<file path="src/rtl/bptt_seq_ctrl_pkg.sv">
// Shared LSTM sequencing definitions: controller state encoding and index width helper.
// Latency: n/a (types and functions only).
// Backpressure: n/a.
package bptt_seq_ctrl_pkg;

  // Sequencer phases, shared with the backprop controller so both agree on encoding.
  typedef enum logic [1:0] {
    ST_IDLE = 2'd0,
    ST_FWD  = 2'd1,
    ST_BWD  = 2'd2
  } seq_state_e;

  // Width of a time-step index; never below one bit so degenerate sizes still elaborate.
  function automatic int idx_width(input int n);
    return (n > 1) ? $clog2(n) : 1;
  endfunction

endpackage

</file>
<file path="src/rtl/bptt_seq_ctrl.sv">
// BPTT sequencer: drives NUM_ITERATIONS forward LSTM steps into a history register, then replays them newest-first.
// Latency: fwd_req one cycle after FWD entry/capture; BWD entered the cycle after the final capture; done one cycle after last handshake.
// Backpressure: forward side waits indefinitely for fwd_valid; backward side holds bwd_idx/bwd_data while bwd_ready is low.
//
// Ports:
//   clk, rst              clock, asynchronous active-low reset
//   start, abort          begin a sequence (IDLE only), synchronous abandon
//   fwd_req, fwd_valid    step request pulse to the cell, cell answer
//   shift_en, step_idx    history capture strobe, current forward step
//   seq                   history register contents, slice k at [k*WIDTH +: WIDTH]
//   bwd_valid/ready/data/idx  backward replay stream
//   busy, done            not-idle flag, one-cycle completion pulse
module bptt_seq_ctrl
  import bptt_seq_ctrl_pkg::*;
#(
  parameter int NUM_ITERATIONS = 8,
  parameter int WIDTH          = 32,
  localparam int IW            = idx_width(NUM_ITERATIONS)
) (
  input  logic                             clk,
  input  logic                             rst,
  input  logic                             start,
  input  logic                             abort,
  output logic                             fwd_req,
  input  logic                             fwd_valid,
  output logic                             shift_en,
  output logic [IW-1:0]                    step_idx,
  input  logic [NUM_ITERATIONS*WIDTH-1:0]  seq,
  output logic                             bwd_valid,
  input  logic                             bwd_ready,
  output logic signed [WIDTH-1:0]          bwd_data,
  output logic [IW-1:0]                    bwd_idx,
  output logic                             busy,
  output logic                             done
);

  localparam logic [IW-1:0] LAST_IDX = IW'(NUM_ITERATIONS - 1);

  seq_state_e    r_state;
  logic [IW-1:0] r_step;
  logic [IW-1:0] r_bidx;
  logic          r_req_out;  // a forward request is outstanding
  logic          r_fwd_req;
  logic          r_done;

  seq_state_e    w_state_nxt;
  logic [IW-1:0] w_step_nxt;
  logic [IW-1:0] w_bidx_nxt;
  logic          w_req_out_nxt;
  logic          w_fwd_req_nxt;
  logic          w_done_nxt;
  logic          w_capture;
  logic          w_bwd_hs;

  assign w_capture = (r_state == ST_FWD) && r_req_out && fwd_valid;
  assign w_bwd_hs  = (r_state == ST_BWD) && bwd_ready;

  always_ff @(posedge clk or negedge rst) begin
    if (!rst) begin
      r_state   <= ST_IDLE;
      r_step    <= '0;
      r_bidx    <= '0;
      r_req_out <= 1'b0;
      r_fwd_req <= 1'b0;
      r_done    <= 1'b0;
    end else begin
      r_state   <= w_state_nxt;
      r_step    <= w_step_nxt;
      r_bidx    <= w_bidx_nxt;
      r_req_out <= w_req_out_nxt;
      r_fwd_req <= w_fwd_req_nxt;
      r_done    <= w_done_nxt;
    end
  end

  always_comb begin
    w_state_nxt   = r_state;
    w_step_nxt    = r_step;
    w_bidx_nxt    = r_bidx;
    w_req_out_nxt = r_req_out;
    w_fwd_req_nxt = 1'b0;
    w_done_nxt    = 1'b0;
    case (r_state)
      ST_IDLE: begin
        // abort beats start when both arrive in IDLE
        if (start && !abort) begin
          w_state_nxt   = ST_FWD;
          w_step_nxt    = '0;
          w_req_out_nxt = 1'b1;
          w_fwd_req_nxt = 1'b1;
        end
      end
      ST_FWD: begin
        if (abort) begin
          // a coincident capture is strobed out but deliberately not counted
          w_state_nxt   = ST_IDLE;
          w_step_nxt    = '0;
          w_bidx_nxt    = '0;
          w_req_out_nxt = 1'b0;
        end else if (w_capture) begin
          w_req_out_nxt = 1'b0;
          if (r_step == LAST_IDX) begin
            // newest step sits in the top slice, so replay starts there
            w_state_nxt = ST_BWD;
            w_step_nxt  = '0;
            w_bidx_nxt  = LAST_IDX;
          end else begin
            w_step_nxt    = r_step + IW'(1);
            w_req_out_nxt = 1'b1;
            w_fwd_req_nxt = 1'b1;
          end
        end
      end
      ST_BWD: begin
        if (abort) begin
          w_state_nxt = ST_IDLE;
          w_step_nxt  = '0;
          w_bidx_nxt  = '0;
        end else if (w_bwd_hs) begin
          if (r_bidx == '0) begin
            w_state_nxt = ST_IDLE;
            w_done_nxt  = 1'b1;
          end else begin
            w_bidx_nxt = r_bidx - IW'(1);
          end
        end
      end
      default: begin
        w_state_nxt   = ST_IDLE;
        w_step_nxt    = '0;
        w_bidx_nxt    = '0;
        w_req_out_nxt = 1'b0;
      end
    endcase
  end

  assign fwd_req   = r_fwd_req;
  assign shift_en  = w_capture;
  assign step_idx  = r_step;
  assign bwd_idx   = r_bidx;
  assign busy      = (r_state != ST_IDLE);
  assign done      = r_done;
  assign bwd_valid = (r_state == ST_BWD);
  assign bwd_data  = (r_state == ST_BWD) ? $signed(seq[int'(r_bidx)*WIDTH +: WIDTH]) : '0;

endmodule

</file>
<file path="config.mk">
export PLATFORM = sky130hd
export DESIGN_NAME = bptt_seq_ctrl
export DESIGN_NICKNAME = d
export VERILOG_FILES = /design/src/rtl/bptt_seq_ctrl_pkg.sv /design/src/rtl/bptt_seq_ctrl.sv
export SDC_FILE = /design/constraint.sdc
export NUM_CORES = 1
export LEC_CHECK = 0
export ABC_AREA = 1
export BUFFER_PORTS_ARGS = -buffer_cell sky130_fd_sc_hd__buf_2
export CORE_AREA = 2 2 117 119
export CTS_CLUSTER_DIAMETER = 80
export DETAILED_ROUTE_END_ITERATION = 10
export DIE_AREA = 0 0 119 121
export GPL_ROUTABILITY_DRIVEN = 1
export PLACE_DENSITY = 0.65
export SETUP_SLACK_MARGIN = 0.4
export SLEW_MARGIN = 25
export SYNTH_ARGS = -nofsm -noshare
export SYNTH_HDL_FRONTEND = slang
export SYNTH_SLANG_ARGS = --single-unit
</file>
<file path="constraint.sdc">
create_clock -name clk -period 1.55 [get_ports clk]
set_clock_uncertainty 0.1 [all_clocks]
set_input_delay 0.155 -clock clk [delete_from_list [all_inputs] [get_ports clk]]
set_output_delay 0.155 -clock clk [all_outputs]
set_load 0.02 [all_outputs]
</file>
==> summary.md, run 1 <==
| Metric | Value |
|---|---|
| Outcome | finished, violations left |
| Failing checks | negative setup slack |
| Critical Path AT | 1.70 ns |
| Startpoint Class | flop |
| Fin. max-slew vios | 0 |
| EDFF count, synth | 0 |
| Crit-path cells | buf_12 -> buf_4 -> nand2_1 -> nand3_1 -> nand3_1 -> nand2_1 -> nor2_4 -> buf_4 |
| Adder-cell share of the synthesized area | 2.54% |
| H-Tree Level Count | 1 |
| CTS tree | built |
| Largest net degree at the start of global routing | 38 |
| Leak pwr | 3.65 nW |
| First-pass GRT wire length | 26.1 mm |
| Clk sink count | 11 |
| Post-synth ARST share | 100% |
| Vias in the first global route | between 5,000 and 6,000 |
| Slowest cell on crit path | dfrtp_4 |
| Final worst path period share | 126% |
| Hold crit path type | in -> reg |
| Pint | ~4.5 mW |
| Hpwl dp | 12.7 mm |
| Initial antenna violation count | 5 |
| Sw frac | 52.8% |
| Simple-Gate Fraction of Synth Area | about 57% |
| Share of layout cells above drive strength 1 | 47.6% |
| Average cell area after synthesis | 4.55 um2 |
| CP max FO | 8 |
| Buffer depth of the longest clock path | 2 |
| All-Layer GR Usage | 22.1% |
| Top post-synthesis cells by area | nand2_1 (28%), nor2_1 (18%), o21ai_0 (12%) |
| Synth Instances | 759 |
| Yosys warnings | 0 |
| First-pass DRT Iterations | 5 |
| Slew Limit Headroom | 78.0% |
| Sequential share of power | 5.4% |
| Dominant synthesized flop cell | dfrtp_1 |
| Tmin final | 1.96 ns |
| Core ar. | 13,100 um2 |
| Critical path required time | 1.29 ns |
| Routed Antenna Nets | 0 |
| Total grt overflow | 0 |
| CP peak stage delay | 0.54 ns |
| DRC viols | 0 |
| Post-synthesis sequential area ratio | 7.98% |
| Top cell type by total area after synthesis | nand2_1 |
| Top-area cell type share of the netlist area | 28.3% |
| Port bufs | roughly 300 |
| Clock-pin transition on the worst setup and hold timing paths | about 0.04 ns |
| Number of synthesized register bits | 11 |
| Cell Pwr Density | 1400 nW/um2 |
| WL per Instance | 14.0 um |
| Most common cell in the synthesized netlist | nand2_1 |
| Placement Rows | 42 |
| Final nets | 1,350 |
| CTS Buf Count | 3 |
| DR vias | about 5,900 |
| Drt via density | 4.68 |
| Post-Syn Nets | ~1,000 |
| Largest family of logic cells by synthesized area | simple AND/OR/NAND/NOR gates |
| Die W | 119 um |
| Final Hold Fails | 0 |
| # IOs | 305 |
| Pwr Total | 9.46 mW |
| Final core occ | 51.6% |
| CP Capture Type | output port |
| Die height | 121 um |
| Initial Util | 26.4% |
| Die ar. | 14,400 um2 |
| Cell Area, Synth | 3450 um2 |
| Hold Path Origin | bwd_ready |
| XOR/XNOR Fraction of Synth Area | 0% |
| Area Overhead vs Synth | 95.5% |
| Clk_lat worst skew | 0.24 ns |
| Type of the worst setup path | reg -> out |
| Most frequent cells after synthesis | nand2_1 (260), nor2_1 (170), o21ai_0 (84), inv_1 (81), nand3_1 (70) |
| RSZ-0062 raised after global routing | true |
| DRT iter0 DRCs | 360 |
| DRT Wirelength | between 15 and 20 mm |
| Slack of the critical path | -0.406 ns |
| Worst r2r src | bwd_idx[0]$_DFFE_PN0P_ |
| MaxCap Viol Count | 0 |
| Crit path launch | bwd_idx[0]$_DFFE_PN0P_ |
| Placed instance count | 1,227 |
| Cell Count, Final, Fillers Out | 1,261 |
| Maximum clock frequency | 511 MHz |
| Synth Area in Compound Gates | between 10% and 20% |
| Max VDD drop | 0.00104 V |
| Distinct cells, synth | 18 |
| Post-route setup TNS | -12.25 ns |
| Net Sw Power | 4.99 mW |
| Slew @ Worst Pin | between 0.3 and 0.4 ns |
| Combinational power share | 89.6% |
| RD Place Congestion | 0.918 |
| Proportion of synthesized area in mux cells | 0% |
| Clock power frac | 5.0% |
| Final setup vio count | 42 |
| CTS root buf | clkbuf_16 |
## flip-flops by register name, indices dropped and copies added (netlist names)
| register | cells |
|---|---|
| r_state | 2 |
| step_idx | 3 |
| bwd_idx | 3 |
| done | 1 |
| fwd_req | 1 |
| r_req_out | 1 |
## routing by layer
layer | vias up | global-route usage, % | share of wire (%)
met5 | - | 0 | 0.073
met4 | 2 | 6.03 | 2.9
met3 | 43 | 3.24 | 6.5
met2 | 249 | 41.0 | 50
met1 | 2624 | 26.5 | 40
li1 | 2981 | - | -
## final timing paths
path / cells after the start / slack (ns) / to
min in group asynchronous: 2 / 0.22 / fwd_req$_DFF_PN0_
min reg2reg: 2 / 0.45 / r_req_out$_DFFE_PN0P_
max: 8 / -0.41 / bwd_data[2]
max reg2reg: 12 / -0.17 / bwd_idx[1]$_DFFE_PN0P_
max in group asynchronous: 2 / 0.90 / bwd_idx[0]$_DFFE_PN0P_
min: 3 / 0.06 / done$_DFF_PN0_
## cell usage in the layout (no fill, tap or decap), types with 2 or more instances in the layout
cell / count
buf_12: 18
nand3_1: 53
nor2_1: 111
nand2_1: 227
o21ai_0: 24
ha_4: 6
buf_4: 35
buf_16: 2
o21ai_4: 2
buf_6: 43
o21ai_2: 9
nor2_4: 19
buf_8: 3
inv_4: 4
a21oi_1: 2
nand3_2: 15
nand3_4: 2
buf_2: 264
nor2_2: 40
nand2_4: 4
o21ai_1: 65
inv_1: 73
dfrtp_1: 7
inv_2: 4
nand2_2: 29
dfrtp_2: 3
diode_2: 5
clkbuf_16: 6
## area by class of cell
type | instances | area (um2)
fillers | 1371 | 6340
multi-input cells | 613 | 3180
repair buffers | 370 | 2650
inverters | 82 | 330
flip-flops and latches | 11 | 283
well taps | 176 | 220
clock buffers | 4 | 78.8
diodes | 5 | 12.5
## kinds of logic (layout without fill, tap and decap cells)
family,count (synthesis),in the layout
and+or+nand+nor,501,501
buffers and inverters,135,456
AOI/OAI and AO/OA,105,105
DFF,11,11
adders and majority gates,7,7
other,0,5
## worst max-delay path, delay by kind of cell, from the launching register on
| family | cells | cell delay, ns |
|---|---|---|
| buf+inv | 3 | 0.48 |
| simple gates | 5 | 0.43 |
| flops | 1 | 0.54 |
## power groups by stage
stage                     sequential, mW  clock [mW]  combinational [mW]
after floorplan                    0.540           0                4.42
after global placement             0.488           0                6.55
after detailed placement           0.492           0                6.57
after CTS                          0.496       0.474                7.68
after global routing               0.522       0.496                9.23
final                              0.507       0.474                8.48
## through the flow
| step | setup slack (ns) | hold slack [ns] | cell area [um2] |
|---|---|---|---|
| 4_1_cts | -0.430 | 0.0579 | 6310 |
| 3_5_place_dp | -0.226 | -0.0498 | 5710 |
| 3_3_place_gp | -0.263 | -0.0475 | 5710 |
| 6_report | -0.406 | 0.0551 | 6750 |
| 5_1_grt | -0.503 | 0.0613 | 6740 |
| 2_1_floorplan | -0.113 | -0.241 | 3780 |
## what timing repair did
item,in CTS,in global routing
cloned,3,4
hold buffers,1,0
pin swaps,14,38
buffers inserted,12,5
hold endpoints to repair,11,0
setup endpoints to repair,50,51
gates resized for setup,133,115
No activity file was read; power rests on OpenSTA's default activity.
==> run 2: changes to the inputs <==
--- a/config.mk
+++ b/config.mk
@@ -7,13 +7,15 @@
 export LEC_CHECK = 0
 export ABC_AREA = 1
 export BUFFER_PORTS_ARGS = -buffer_cell sky130_fd_sc_hd__buf_2
-export CORE_AREA = 2 2 117 119
+export CELL_PAD_IN_SITES_DETAIL_PLACEMENT = 1
+export CELL_PAD_IN_SITES_GLOBAL_PLACEMENT = 2
+export CORE_UTILIZATION = 14
 export CTS_CLUSTER_DIAMETER = 80
+export CTS_CLUSTER_SIZE = 16
 export DETAILED_ROUTE_END_ITERATION = 10
-export DIE_AREA = 0 0 119 121
 export GPL_ROUTABILITY_DRIVEN = 1
-export PLACE_DENSITY = 0.65
-export SETUP_SLACK_MARGIN = 0.4
+export PLACE_DENSITY = 0.83
+export SETUP_SLACK_MARGIN = 0.15
 export SLEW_MARGIN = 25
 export SYNTH_ARGS = -nofsm -noshare
 export SYNTH_HDL_FRONTEND = slang
==> run 2 against run 1 <==
  * The run still ends with negative setup slack left
  * Worst setup slack worse by 0.091 ns
  * Sequential power up 2%
  * Combinational power up 13%
  * Cell count up 13%
  * Critical path depth up 1
  * Critical path type unchanged
  * Largest cell class unchanged
==> summary.md, run 2 (same netlist as run 1, synthesis figures left out) <==
| Metric | Value |
|---|---|
| Initial antenna violation count | 1 |
| Die ar. | ~25,000 um2 |
| All-Layer GR Usage | 17.9% |
| Critical path required time | 1.29 ns |
| Ant diodes | 0 |
| Leak pwr | 3.79 nW |
| Met3 usage | 2.68% |
| Commonest non-fill, non-tap cell in the layout | buf_2 |
| Die W | 159 um |
| DRT Wirelength | 24.1 mm |
| Die height | 159 um |
| Fin. max-slew vios | 0 |
| Core ar. | 24,200 um2 |
| Slack of the critical path | -0.498 ns |
| Crit path launch | bwd_idx[0]$_DFFE_PN0P_ |
| Tmin final | 2.05 ns |
| Routed Antenna Nets | 0 |
| Slowest cell on crit path | dfrtp_4 |
| Worst Setup EP | bwd_data[6] |
| RD Place Congestion | 0.911 |
| Min Hold Slack | about 0.08 ns |
| Maximum clock frequency | 488 MHz |
| First-pass GRT wire length | 35.1 mm |
| Placement Rows | 57 |
| Cell Pwr Density | roughly 1400 nW/um2 |
| # IOs | 305 |
| Met2 GRT Util | 36.1% |
| Slew @ Worst Pin | 0.496 ns |
| Hpwl dp | 17.8 mm |
| Worst r2r src | bwd_idx[0]$_DFFE_PN0P_ |
| DRT iter0 DRCs | 281 |
| Final worst path period share | 132% |
| DR vias | 6,113 |
| Flop-to-flop setup slack | -0.16 ns |
| Clk_lat worst skew | 0.24 ns |
| Final setup vio count | 42 |
| Buf+Inv Stages, Crit Path | 4 |
| Gr busiest metal | met2 |
| First-pass DRT Iterations | 4 |
| Type of the worst setup path | reg -> out |
| Final nets | 1,369 |
| CTS Buf Count | 3 |
| Crit-path cells | clkinv_8 -> buf_12 -> buf_4 -> nand2_1 -> nand3_1 -> nand3_2 -> nand2_1 -> nor2_2 -> buf_6 |
| Cell family with most CP delay | buffers and inverters |
| DRC viols | 0 |
| Slew Limit Headroom | 66.9% |
| Final Hold Fails | 0 |
| Critical path depth | 9 |
| RSZ-0062 raised after global routing | true |
| Port bufs | about 300 |
| Vias in the first global route | 6,459 |
| Drt via density | 4.30 |
| CTS tree | built |
| CP peak stage delay | 0.53 ns |
| Total grt overflow | 0 |
| Clk sink count | 11 |
| Most used cell, CP | nand2_1 |
| Clock-pin transition on the worst setup and hold timing paths | 0.05 ns |
| Worst r2r dst | bwd_idx[0]$_DFFE_PN0P_ |
| Met1 GRT Util | 19.3% |
| Pwr Total | 10.6 mW |
| Share of layout cells above drive strength 1 | 53.1% |
| Startpoint Class | flop |
| Initial Util | approximately 14% |
| Buffer depth of the longest clock path | 2 |
| CTS root buf | clkbuf_16 |
| Critical Path AT | between 1.5 and 2 ns |
| Area Overhead vs Synth | 112% |
| R2R depth | 11 |
| CP max FO | 19 |
| Max VDD drop | ~0.0006 V |
| WL per Instance | about 17 um |
| Largest net degree at the start of global routing | 52 |
| CP Capture Type | output port |
| Outcome | finished, violations left |
| Hold crit path type | in -> reg |
| H-Tree Level Count | 1 |
| Post-route setup TNS | -14.89 ns |
| Failing checks | negative setup slack |
| Commonest non-fill, non-tap cells in the layout | buf_2 (270), nand2_1 (204), nor2_1 (105), inv_1 (74), o21ai_0 (54) |
| MaxCap Viol Count | 0 |
-- run 2: power by group --
group          switching, mW  leakage, nW  internal (mW)
combinational           5.48         3.61           4.08
clock                  0.154       0.0409          0.344
sequential             0.124        0.140          0.392
-- run 2: worst register-to-register path, stage by stage (launching register included) --
cell and delay, ns:
dfrtp_4 0.53, clkinv_8 0.13, buf_12 0.17, ha_4 0.16, nand2_4 0.07, inv_2 0.03, nand2_2 0.06, nand2_2 0.07
inv_1 0.08, nand2_2 0.06, nand2_1 0.07, nand2_2 0.06
-- run 2: worst min path at each step --
stage | start | to | slack [ns] | cells after the start
3_5_place_dp | rst | step_idx[2]$_DFFE_PN0P_ | -0.04 | 1
3_3_place_gp | rst | step_idx[2]$_DFFE_PN0P_ | -0.04 | 1
4_1_cts | bwd_ready | done$_DFF_PN0_ | 0.09 | 3
5_1_grt | bwd_ready | done$_DFF_PN0_ | 0.10 | 3
6_report | bwd_ready | done$_DFF_PN0_ | 0.08 | 3
2_1_floorplan | rst | bwd_idx[0]$_DFFE_PN0P_ | -0.24 | 0
-- run 2: what timing repair did --
item	CTS	global route
hold endpoints to repair	11	0
hold buffers	1	0
gates cloned	6	3
pin swaps	28	45
resized for setup	164	128
endpoints found under the setup margin	46	47
setup buffers	13	4
-- run 2: routing by layer --
layer  routed length (um)  vias to the layer above
li1                     -                     3012
met1                 9320                     2848
met2                13000                      223
met3                 1200                       28
met4                  576                        2
met5                   14                        -
-- run 2: stage by stage --
stage	utilization, %	cells	cell area [um2]	worst slack (ns)
3_3_place_gp	24.4	1392	5920	-0.335
3_5_place_dp	24.4	1392	5920	-0.298
4_1_cts	28.0	1416	6790	-0.500
2_1_floorplan	-	759	3730	-0.119
6_report	30.2	1423	7320	-0.498
5_1_grt	30.2	1423	7320	-0.576
-- run 2: cell type report --
type                    instances  area (um2)
fillers                      3177       16900
clock buffers                   3        75.1
inverters                      82         325
repair buffers                389        2820
clock inverters                 1        5.00
well taps                     324         405
multi-input cells             613        3410
flip-flops and latches         11         283
==> run 3: changes to the inputs <==
--- a/config.mk
+++ b/config.mk
@@ -6,7 +6,7 @@
 export NUM_CORES = 1
 export LEC_CHECK = 0
 export ABC_AREA = 1
-export BUFFER_PORTS_ARGS = -buffer_cell sky130_fd_sc_hd__buf_2
+export BUFFER_PORTS_ARGS = -buffer_cell sky130_fd_sc_hd__buf_4
 export CELL_PAD_IN_SITES_DETAIL_PLACEMENT = 1
 export CELL_PAD_IN_SITES_GLOBAL_PLACEMENT = 2
 export CORE_UTILIZATION = 14
@@ -20,3 +20,4 @@
 export SYNTH_ARGS = -nofsm -noshare
 export SYNTH_HDL_FRONTEND = slang
 export SYNTH_SLANG_ARGS = --single-unit
+export TNS_END_PERCENT = 20
==> run 3 against run 2 <==
  * Largest cell class is now buffers
  * Die area unchanged
  * The run still ends with negative setup slack left
  * Combinational power decreased by 20%
  * Sequential power decreased by 4.3%
  * Critical endpoint is now bwd_data[12]
  * Worst hold slack got worse by 0.020 ns
==> summary.md, run 3 (same netlist as run 1, synthesis figures left out) <==
| Metric | Value |
|---|---|
| Maximum clock frequency | between 500 and 600 MHz |
| MaxCap Viol Count | 0 |
| Final nets | 1,356 |
| Area post-placement | 6640 um2 |
| H-Tree Level Count | 1 |
| Cell Pwr Density | 1230 nW/um2 |
| Tmin final | 1.98 ns |
| Slew Limit Headroom | 82.3% |
| CTS tree | built |
| DRT Wirelength | 21.0 mm |
| Initial antenna violation count | 0 |
| # IOs | 305 |
| Share of layout cells above drive strength 1 | 40.9% |
| Routed Antenna Nets | 0 |
| Outcome | finished, violations left |
| CP max FO | 14 |
| Cell Count, Final, Fillers Out | 1,410 |
| Filler cells | between 3,000 and 4,000 |
| Clock-pin transition on the worst setup and hold timing paths | roughly 0.040 ns |
| Largest net degree at the start of global routing | a little over 40 |
| CTS root buf | clkbuf_16 |
| DR vias | around 5,900 |
| Critical path required time | 1.29 ns |
| Die ar. | 25,300 um2 |
| Flop-to-flop setup slack | -0.23 ns |
| Initial Util | 14.2% |
| Slack of the critical path | -0.428 ns |
| RSZ-0062 raised after global routing | true |
| CP Capture Type | output port |
| Commonest non-fill, non-tap cells in the layout | buf_4 (335), nand2_1 (250), nor2_1 (132), inv_1 (78), nand3_1 (64) |
| DRC viols | 0 |
| Clk_lat worst skew | 0.24 ns |
| DRT iter0 DRCs | 242 |
| First-pass GRT wire length | 32.3 mm |
| Startpoint Class | flop |
| Hold crit path type | in -> reg |
| Hold Path Origin | bwd_ready |
| Die W | 159 um |
| Type of the worst setup path | reg -> out |
| Leak pwr | roughly 3.8 nW |
| Hpwl dp | 16.4 mm |
| Buffer depth of the longest clock path | 2 |
| Final Cell Area | 7060 um2 |
| Clk sink count | 11 |
| Final setup vio count | 41 |
| Failing checks | negative setup slack |
| Die height | 159 um |
| Max VDD drop | a little over 0.0008 V |
| R2R depth | 12 |
| Reg area | 282 um2 |
| Port bufs | between 300 and 400 |
| Ant diodes | 0 |
| WL per Instance | 14.9 um |
| Fin. max-slew vios | 0 |
| Final worst path period share | 128% |
| Area used by multi-input combinational logic | 2770 um2 |
| WHS Endpoint | done$_DFF_PN0_ |
| Placed instance count | 1,397 |
| Core ar. | 24,200 um2 |
| Placement Rows | 57 |
| All-Layer GR Usage | 15.8% |
| Worst r2r src | bwd_idx[0]$_DFFE_PN0P_ |
| CTS Buf Count | 3 |
| Worst r2r dst | bwd_idx[1]$_DFFE_PN0P_ |
| Slew @ Worst Pin | 0.266 ns |
| Vias in the first global route | 6,038 |
| Drt via density | 4.15 |
| Final Hold Fails | 0 |
| Commonest non-fill, non-tap cell in the layout | buf_4 |
| First-pass DRT Iterations | 4 |
| Area Overhead vs Synth | 105% |
| Total grt overflow | 0 |
| RD Place Congestion | 0.856 |
| Worst hold path depth | 3 |
| Critical Path AT | around 1.7 ns |
## run 3: worst max path at each step
stage	start	end	cells past startpoint
final	bwd_idx[0]$_DFFE_PN0P_	bwd_data[12]	7
after global placement	bwd_idx[0]$_DFFE_PN0P_	bwd_data[12]	7
after CTS	bwd_idx[0]$_DFFE_PN0P_	bwd_data[12]	7
after detailed placement	bwd_idx[0]$_DFFE_PN0P_	bwd_data[12]	7
after global routing	bwd_idx[0]$_DFFE_PN0P_	bwd_data[14]	10
after floorplan	bwd_idx[0]$_DFFE_PN0P_	bwd_idx[1]$_DFFE_PN0P_	13
## run 3: cell type report
type	count	area share (%)
clock buffer	4	1.12
inverter	82	4.54
multi-input combinational	613	39.3
sequential	11	3.99
tap	324	5.74
timing repair buffer	376	45.3
## run 3: power breakdown
group	internal, mW	total [mW]	switching (mW)
logic	3.37	7.69	4.32
clock network	0.346	0.484	0.138
registers	0.392	0.494	0.102
## run 3: critical path, stage by stage, from the launching register on
cell,delay [ns]
dfrtp_4,0.53
buf_12,0.18
buf_12,0.14
o21ai_2,0.15
o21ai_1,0.09
nor2_2,0.18
nor2_4,0.04
buf_4,0.15
## run 3: repair_timing
| action | CTS | global route |
|---|---|---|
| buffers inserted | 1 | 2 |
| setup endpoints to repair | 47 | 48 |
| pin swaps | 6 | 2 |
| hold buffers | 1 | 0 |
| resized for setup | 35 | 37 |
| cloned | 2 | 3 |
| endpoints found under the hold margin | 11 | 0 |
## run 3: stage by stage
stage / TNS [ns] / hold WS, ns / util (%) / power [mW] / setup WS, ns
after floorplan: -2.89 / -0.241 / - / 4.53 / -0.119
after global placement: -4.93 / -0.0954 / 27.4 / 7.56 / -0.278
after detailed placement: -5.87 / -0.0934 / 27.4 / 7.66 / -0.264
after CTS: -14.16 / 0.0596 / 28.4 / 8.54 / -0.456
after global routing: -17.78 / 0.0831 / 29.1 / 9.58 / -0.529
final: -13.22 / 0.0615 / 29.1 / 8.67 / -0.428
## run 3: per-layer routing
metal | up-vias | track usage, % | wire, um
met5 | - | 0 | 0
met1 | 2666 | 19.6 | 9170
met2 | 199 | 29.5 | 10500
met3 | 6 | 2.68 | 1240
li1 | 2985 | - | -
met4 | 0 | 0.699 | 47
